$ cat src/rtl/fir_mac_scheduler_if.sv
// Handshake/strobe bundle between the FIR MAC scheduler, the I2S2 ready
// strobes and the shared MAC datapath.
interface fir_mac_scheduler_if #(
    parameter int ADDR_W = 5
);
    logic [3:0]        switch;
    logic              left_rx_ready;
    logic              right_rx_ready;
    logic              sample_we;
    logic              ch_sel;
    logic [ADDR_W-1:0] tap_idx;
    logic [3:0]        bank;
    logic              mac_clr;
    logic              mac_en;
    logic              result_valid;
    logic              busy;
    logic              overrun;

    modport master (
        input  switch, left_rx_ready, right_rx_ready,
        output sample_we, ch_sel, tap_idx, bank, mac_clr, mac_en,
               result_valid, busy, overrun
    );

    modport slave (
        output switch, left_rx_ready, right_rx_ready,
        input  sample_we, ch_sel, tap_idx, bank, mac_clr, mac_en,
               result_valid, busy, overrun
    );
endinterface

$ cat src/rtl/fir_mac_scheduler.sv
// Shares one MAC datapath between left/right FIR channels; owns the coefficient bank.
// Define FIR_SCHED_ROUND_ROBIN_EN for round-robin arbitration (default: left has priority).
//
// state | meaning
// IDLE  | waiting for a pending channel; bank may be reloaded here
// LOAD  | shift new sample in, clear accumulator
// MAC   | sweep taps 0..TAPS-1 with mac_en
// DRAIN | wait PIPE_LAT cycles for the datapath pipeline to settle
// DONE  | result_valid pulse, datapath captures the sum
module fir_mac_scheduler #(
    parameter int TAPS     = 32,
    parameter int ADDR_W   = 5,
    parameter int PIPE_LAT = 2
) (
    input  logic                mclk,
    input  logic                rst_n,
    fir_mac_scheduler_if.master bus
);

    localparam int DW = (PIPE_LAT > 2) ? $clog2(PIPE_LAT) : 1;

    typedef enum logic [2:0] {IDLE, LOAD, MAC, DRAIN, DONE} state_t;

    state_t        state;
    logic [DW-1:0] drain_cnt;
    logic          pend_l;
    logic          pend_r;
    logic [3:0]    sw_meta;
    logic [3:0]    sw_sync;
    logic          want_l;
    logic          want_r;
    logic          pick;

`ifdef FIR_SCHED_ROUND_ROBIN_EN
    logic          last_served;

    always_ff @(posedge mclk or negedge rst_n) begin
        if (!rst_n) begin
            last_served <= 1'b1;
        end else if (state == IDLE && (want_l || want_r)) begin
            last_served <= pick;
        end
    end
`endif

    // A ready pulse in the IDLE cycle starts the job on the same edge it sets pending.
    always_comb begin
        want_l = pend_l | bus.left_rx_ready;
        want_r = pend_r | bus.right_rx_ready;
`ifdef FIR_SCHED_ROUND_ROBIN_EN
        pick = (want_l && want_r) ? ~last_served : ~want_l;
`else
        pick = ~want_l;
`endif
    end

    always_ff @(posedge mclk or negedge rst_n) begin
        if (!rst_n) begin
            sw_meta     <= '0;
            sw_sync     <= '0;
            bus.bank    <= '0;
            pend_l      <= 1'b0;
            pend_r      <= 1'b0;
            bus.overrun <= 1'b0;
        end else begin
            sw_meta <= bus.switch;
            sw_sync <= sw_meta;
            if (state == IDLE && !pend_l && !pend_r) begin
                bus.bank <= sw_sync;
            end
            // Set wins over the LOAD-time clear.
            pend_l <= bus.left_rx_ready  | (pend_l & ~(state == LOAD && !bus.ch_sel));
            pend_r <= bus.right_rx_ready | (pend_r & ~(state == LOAD &&  bus.ch_sel));
            bus.overrun <= bus.overrun
                         | (bus.left_rx_ready  & pend_l)
                         | (bus.right_rx_ready & pend_r);
        end
    end

    always_ff @(posedge mclk or negedge rst_n) begin
        if (!rst_n) begin
            state            <= IDLE;
            drain_cnt        <= '0;
            bus.sample_we    <= 1'b0;
            bus.ch_sel       <= 1'b0;
            bus.tap_idx      <= '0;
            bus.mac_clr      <= 1'b0;
            bus.mac_en       <= 1'b0;
            bus.result_valid <= 1'b0;
            bus.busy         <= 1'b0;
        end else begin
            bus.sample_we    <= 1'b0;
            bus.mac_clr      <= 1'b0;
            bus.mac_en       <= 1'b0;
            bus.result_valid <= 1'b0;
            bus.tap_idx      <= '0;
            case (state)
                IDLE: begin
                    if (want_l || want_r) begin
                        state         <= LOAD;
                        bus.ch_sel    <= pick;
                        bus.sample_we <= 1'b1;
                        bus.mac_clr   <= 1'b1;
                        bus.busy      <= 1'b1;
                    end
                end
                LOAD: begin
                    state       <= MAC;
                    bus.mac_en  <= 1'b1;
                end
                MAC: begin
                    if (bus.tap_idx == ADDR_W'(TAPS - 1)) begin
                        if (PIPE_LAT == 0) begin
                            state            <= DONE;
                            bus.result_valid <= 1'b1;
                        end else begin
                            state     <= DRAIN;
                            drain_cnt <= DW'(PIPE_LAT - 1);
                        end
                    end else begin
                        bus.mac_en  <= 1'b1;
                        bus.tap_idx <= bus.tap_idx + ADDR_W'(1);
                    end
                end
                DRAIN: begin
                    if (drain_cnt == '0) begin
                        state            <= DONE;
                        bus.result_valid <= 1'b1;
                    end else begin
                        drain_cnt <= drain_cnt - DW'(1);
                    end
                end
                DONE: begin
                    state      <= IDLE;
                    bus.ch_sel <= 1'b0;
                    bus.busy   <= 1'b0;
                end
                default: begin
                    state    <= IDLE;
                    bus.busy <= 1'b0;
                end
            endcase
        end
    end

endmodule

$ cat src/flat_wrapper.sv
// flat-port wrapper written by rule: the top's interface ports become plain ports
module fir_mac_scheduler_flat 
#(
    parameter int TAPS     = 32,
    parameter int ADDR_W   = 5,
    parameter int PIPE_LAT = 2
)
  (mclk, rst_n, bus_switch, bus_left_rx_ready, bus_right_rx_ready, bus_sample_we, bus_ch_sel, bus_tap_idx, bus_bank, bus_mac_clr, bus_mac_en, bus_result_valid, bus_busy, bus_overrun);
  fir_mac_scheduler_if #(.ADDR_W(ADDR_W)) bus_i ();
  input  logic mclk;
  input  logic rst_n;
  input wire logic [$bits(bus_i.switch)-1:0] bus_switch;
  input wire logic [$bits(bus_i.left_rx_ready)-1:0] bus_left_rx_ready;
  input wire logic [$bits(bus_i.right_rx_ready)-1:0] bus_right_rx_ready;
  output wire logic [$bits(bus_i.sample_we)-1:0] bus_sample_we;
  output wire logic [$bits(bus_i.ch_sel)-1:0] bus_ch_sel;
  output wire logic [$bits(bus_i.tap_idx)-1:0] bus_tap_idx;
  output wire logic [$bits(bus_i.bank)-1:0] bus_bank;
  output wire logic [$bits(bus_i.mac_clr)-1:0] bus_mac_clr;
  output wire logic [$bits(bus_i.mac_en)-1:0] bus_mac_en;
  output wire logic [$bits(bus_i.result_valid)-1:0] bus_result_valid;
  output wire logic [$bits(bus_i.busy)-1:0] bus_busy;
  output wire logic [$bits(bus_i.overrun)-1:0] bus_overrun;
  assign bus_i.switch = bus_switch;
  assign bus_i.left_rx_ready = bus_left_rx_ready;
  assign bus_i.right_rx_ready = bus_right_rx_ready;
  assign bus_sample_we = bus_i.sample_we;
  assign bus_ch_sel = bus_i.ch_sel;
  assign bus_tap_idx = bus_i.tap_idx;
  assign bus_bank = bus_i.bank;
  assign bus_mac_clr = bus_i.mac_clr;
  assign bus_mac_en = bus_i.mac_en;
  assign bus_result_valid = bus_i.result_valid;
  assign bus_busy = bus_i.busy;
  assign bus_overrun = bus_i.overrun;
  fir_mac_scheduler #(.TAPS(TAPS), .ADDR_W(ADDR_W), .PIPE_LAT(PIPE_LAT)) u_core (.mclk(mclk), .rst_n(rst_n), .bus(bus_i));
endmodule
$ cat config.mk
export PLATFORM = sky130hd
export DESIGN_NAME = fir_mac_scheduler_flat
export DESIGN_NICKNAME = d
export VERILOG_FILES = /design/src/rtl/fir_mac_scheduler_if.sv /design/src/rtl/fir_mac_scheduler.sv /design/src/flat_wrapper.sv
export SDC_FILE = /design/constraint.sdc
export NUM_CORES = 1
export LEC_CHECK = 0
export ABC_AREA = 1
export CAP_MARGIN = 20
export CORE_MARGIN = 2
export CORE_UTILIZATION = 48
export DETAILED_ROUTE_END_ITERATION = 12
export PLACE_DENSITY = 0.76
export SETUP_SLACK_MARGIN = 0.02
export SYNTH_ARGS = -nofsm -noshare
export SYNTH_HDL_FRONTEND = slang
export SYNTH_SLANG_ARGS = --single-unit
$ cat constraint.sdc
create_clock -name mclk -period 1.6 [get_ports mclk]
set_input_delay 0.4 -clock mclk [delete_from_list [all_inputs] [get_ports mclk]]
set_output_delay 0.4 -clock mclk [all_outputs]
set_load 0.05 [all_outputs]
# After elaboration in Yosys (flattened, before gate mapping)
# Index checks and enable logic that the tools add are counted.
# classes
addsub,2
n_eq_ne,8
n_mux,19
bitwise,14
n_reduce_logical,16
# op_table
cell,count
case mux 3 bit (4 select lines),1
2-to-1 mux 5 bit,2
2-to-1 mux 1 bit,9
2-to-1 mux 3 bit,3
case mux 1 bit (2 select lines),4
== test 3 x 2 -> 1 bit (second input constant),2
OR 1 bit,6
AND reduction 2 bit,3
adder 5 x 1 -> 5 bit (second input constant),1
== test 5 bit (second input constant),1
AND 1 bit,4
logical AND 1 bit,4
!= test 2 bit (second input constant),2
NOT 1 bit,4
nonzero test 2 bit,2
== test 3 x 1 -> 1 bit (second input constant),1
== test 3 bit (second input constant),1
zero test 1 bit,3
zero test 3 bit,1
AND reduction 3 bit,1
OR reduction 3 bit,1
!= test 2 x 1 -> 1 bit (second input constant),1
logical OR 1 bit,1
subtractor 1 bit (second input constant),1
# totals
reg_bits,29
input_bits,8
output_inout_bits,16
word_cells,73

# Depth between registers and ports, before layout
# depth
ltp_word,5
mapped_depth,10
mapped_depth_nobuf,10

# Least setup slack after synthesis
# OpenSTA, ideal clock, no wires.
# synth_timing
kind,register to register
startpoint,register u_core.bus.tap_idx[0]
endpoint,register u_core.state[0]
setup_ps,67
arrival_ps,1620
required_ps,1533
slack_ps,-87
path_stages_with_launch,11
path_buffers,0
synth_period_minus_slack_ps,1687
path_cell_list,dfrtp_1 -> ha_1 -> nand2_1 -> nor2_1 -> ha_1 -> inv_1 -> nand3_2 -> nand2_1 -> nor2_1 -> nand2_1 -> nand2_1
# synth_between
elab_chain_cells,3
# synth_rtl
element,line_no,text
start: declaration,fir_mac_scheduler_if.sv:21,"output sample_we, ch_sel, tap_idx, bank, mac_clr, mac_en,"
start signal: assignment,fir_mac_scheduler.sv:122,bus.tap_idx <= bus.tap_idx + ADDR_W'(1);
== test 5 bit,fir_mac_scheduler.sv:112,if (bus.tap_idx == ADDR_W'(TAPS - 1)) begin
!= test 2 x 1 -> 1 bit (no source line),-,
AND reduction 3 bit (no source line),-,
end signal: assignment,fir_mac_scheduler.sv:108,state <= MAC;
end signal: assignment,fir_mac_scheduler.sv:114,state <= DONE;
end signal: assignment,fir_mac_scheduler.sv:117,state <= DRAIN;
end: declaration,fir_mac_scheduler.sv:24,state_t state;
# No other way between the ends.
# A chain may end at the register's enable or synchronous reset.

# Worst setup path in the final report
# layout_timing
startpoint,register u_core.bus.tap_idx[0]
endpoint,output bus_tap_idx[0]
# layout_lines
element,line_no,text
end: declaration,flat_wrapper.sv:17,output wire logic [$bits(bus_i.tap_idx)-1:0] bus_tap_idx;
# No word-level cell between the ends.

==> parameters.txt <==
Parameter                              Value

STA
  Setup violations, final    0
  Worst slew margin    0.7699
  Sum Neg Setup Slack    0 ps
  Hold Violations, Final    0
  Final setup skew    10.96 ps
  Max Clock Freq    684.9 MHz
  Final Max Slew Viols    0
  Min Tclk post-route    1460 ps
  Crit share post-route    0.9125
  Unrepaired setup endpoints after global routing    false
  Slew at the pin with the worst max-slew slack    343.9 ps

CTS
  Later-pin clock latency in the skew report    330 ps
  Number of clock sinks    29
  CTS Buf Count    5
  Maximum buffer depth of the clock tree    2
  Number of H-tree levels    2
  Root buffer cell    clkbuf_4
  Number of hold-repair buffers added at the cts stage    0
  CTS tree    done
  Clock transition at the registers of the reported paths    100 ps

Pwr
  Areal power density over the cells    1879 nW/um2
  Worst supply voltage drop on vdd    0.001281 V
  Lkg Pwr    0.0007544 uW
  Power, Total    3040 uW

Synth
  Synth warn    0
  Post-Synthesis Net Count    117
  Post-Syn Area    1116 um2
  Post-synthesis register bit count    29
  Share of the yosys chip area belonging to registers    0.6502
  Post-synth cell types    23
  Per-instance average area after synthesis    10.43 um2
  Synthesized instance count    107

Drt
  Total detailed-routing wirelength    1.853 mm
  Number of detailed-route iterations in the first pass    6
  Count of vias placed by the detailed router    810
  DRC violations left    0
  Drt via density    4.821
  Per-cell routed wire length    11.03 um
  DRC violation total after the first TritonRoute iteration    23
  Number of nets still failing antenna checks after routing    0

Setup path
  Crit path max-delay cell type    dfrtp_2
  Worst setup slack for register-to-register paths    160 ps
  Highest net fanout along the worst path    4
  Worst-path cell chain    buf_4 -> buf_12
  Top cell family by delay on the critical path    flip-flops
  Worst EP arrival    1060 ps
  Largest stage delay on the critical path    440 ps
  WP buf/inv    2
  Critical path launch point type    flop
  Worst Setup Path Type    reg2out
  Data required, critical path    1200 ps
  Critical path capture point type    primary output

Final layout
  Number of antenna cells inserted    0
  Post-layout nets    149
  Area overhead of the layout relative to synthesis    44.96%
  Proportion of layout cells with a drive suffix above 1    0.3071
  Post-route design area    1618 um2
  Number of filler instances in the final layout    151

Run
  Maximum capacitance violations    0

Placed design
  DP HPWL    1.350 mm
  Placed inst area    1540 um2
  Routability-driven placement congestion ratio    0.7645
  Total of buffers placed on input and output ports    23

Status
  Run status    completed

GRT
  Maximum number of pins on one net before global-route repair    30
  Wire length of the first global-routing pass    3.277 mm
  Initial antenna violation count    0
  Overflow left after global routing    0
  Number of global-route vias before repair    780
  Aggregate global-route resource usage    0.1745

Floorplan
  Core ar.    2212 um2
  Effective utilization at floorplan    0.5045
  Number of I/O pins    24
  Horizontal die dimension    52.22 um
  Total number of placement rows    17
  Die Outline Area    2727 um2
  Vertical extent of the die    52.22 um

Min path
  Worst min-delay path class    reg2reg
-- path summary, 6_finish.rpt --
path | from | endpoint | cells past startpoint
setup / recovery | u_core.bus.tap_idx[0] | bus_tap_idx[0] | 2
hold / removal | u_core.sw_meta[0] | u_core.sw_sync[0] | 0
setup reg to reg | u_core.bus.tap_idx[0] | u_core.state[0] | 10
hold reg to reg | u_core.sw_meta[0] | u_core.sw_sync[0] | 0
max in group asynchronous | rst_n | u_core.bus.tap_idx[0] | 2
min in group asynchronous | rst_n | u_core.bus.tap_idx[2] | 2
-- cells in the mapped netlist --
| cell type | instances | area (um2) |
|---|---|---|
| nor2_2 | 1 | 6.260 |
| a21oi_1 | 4 | 20.02 |
| nor2_1 | 13 | 48.80 |
| o21ai_0 | 1 | 5.000 |
| nand3_2 | 1 | 10.01 |
| nand3_1 | 6 | 30.03 |
| dfrtp_1 | 29 | 725.7 |
| nand2_1 | 22 | 82.58 |
| nand2_2 | 3 | 18.77 |
| a21oi_2 | 1 | 8.760 |
| buf_4 | 1 | 7.510 |
| nand4_1 | 1 | 6.260 |
| nor3b_1 | 1 | 7.510 |
| nor3_2 | 1 | 10.01 |
| inv_2 | 4 | 15.01 |
| a31oi_1 | 1 | 6.260 |
| o21ai_1 | 1 | 5.000 |
| nor2_4 | 1 | 11.26 |
| buf_6 | 1 | 11.26 |
| inv_1 | 9 | 33.78 |
| ha_1 | 2 | 25.02 |
| xor2_1 | 1 | 8.760 |
| nor4_1 | 2 | 12.51 |
-- timing repair --
action | CTS | global route
gates resized for setup | 0 | 1
buffers inserted | 0 | 2
setup endpoints to repair | 0 | 3
-- cell type report --
class | count | area [um2] | share of cell area
Multi-Input combinational cell | 63 | 325.3 | 0.2011
Clock inverter | 3 | 22.52 | 0.01392
Tap cell | 28 | 35.03 | 0.02166
Timing Repair Buffer | 27 | 420.4 | 0.2599
Inverter | 13 | 48.80 | 0.03016
Clock buffer | 5 | 37.54 | 0.02320
Sequential cell | 29 | 728.2 | 0.4501
-- kinds of logic (layout without fill, tap and decap cells) --
logic type               count (synthesis)  after routing  synth area share
flip-flops                              29             29            0.6502
adder cells (fa/ha/maj)                  2              2           0.02242
XOR/XNOR                                 1              1          0.007849
AND/OR/NAND/NOR                         52             52            0.2186
AO/OA/AOI/OAI                            8              8           0.04036
buffers and inverters                   15             48           0.06053
-- cell usage in the layout (no fill, tap or decap) --
| cell type | Yosys | routed |
|---|---|---|
| dfrtp_1 | 29 | 27 |
| nand2_1 | 22 | 22 |
| buf_12 | 0 | 16 |
| nor2_1 | 13 | 13 |
| inv_1 | 9 | 9 |
| clkdlybuf4s50_1 | 0 | 7 |
| nand3_1 | 6 | 6 |
| clkbuf_4 | 0 | 5 |
| inv_2 | 4 | 4 |
| a21oi_1 | 4 | 4 |
| buf_4 | 1 | 4 |
| nand2_2 | 3 | 3 |
| clkinvlp_4 | 0 | 3 |
| nor4_1 | 2 | 2 |
| dfrtp_2 | 0 | 2 |
| nor3_2 | 1 | 1 |
| nor2_4 | 1 | 1 |
| nand3_2 | 1 | 1 |
| xor2_1 | 1 | 1 |
| nor3b_1 | 1 | 1 |
| a31oi_1 | 1 | 1 |
| a21oi_2 | 1 | 1 |
| nor2_2 | 1 | 1 |
| o21ai_1 | 1 | 1 |
| nand4_1 | 1 | 1 |
| o21ai_0 | 1 | 1 |
| ha_2 | 0 | 1 |
| ha_1 | 2 | 1 |
-- report_power, final --
part           switching, uW  internal (uW)
sequential               210            912
combinational            821            664
clock                    264            170
total                   1300           1750
-- worst register-to-register path: cells and delay by family, from the launching register on --
kind | cells | cell delay (ps)
buf+inv | 1 | 70
fa+ha+maj | 2 | 380
flops | 1 | 440
simple gates | 7 | 450
-- sequential cells by signal, summed over array words and instances, names as in the netlist --
signal / cells
u_core.sw_meta: 4
u_core.bus.overrun: 1
u_core.bus.mac_en: 1
u_core.bus.sample_we: 1
u_core.state: 3
u_core.bus.busy: 1
u_core.sw_sync: 4
u_core.bus.ch_sel: 1
u_core.drain_cnt: 1
u_core.pend_r: 1
u_core.bus.result_valid: 1
u_core.pend_l: 1
u_core.bus.bank: 4
u_core.bus.tap_idx: 5
-- through the flow --
stage / setup slack [ps] / utilization / hold WS [ps] / cells
after CTS: 110.3 / 0.7234 / 358.5 / 166
after floorplan: 52.88 / - / 104.4 / 107
after detailed placement: 53.89 / 0.6963 / 335.5 / 158
after global routing: 31.66 / 0.7313 / 368.1 / 168
final: 140.0 / 0.7313 / 356.9 / 168
after global placement: 79.13 / 0.6963 / 332.3 / 158
-- routing by layer --
metal	GRT usage	vias up	share of wire
met2	0.2785	23	0.50
met3	0.06000	5	0.057
li1	-	400	-
met5	0	-	0
met1	0.1957	382	0.42
met4	0.1197	0	0.023
Power figures use the tool's default switching activity.
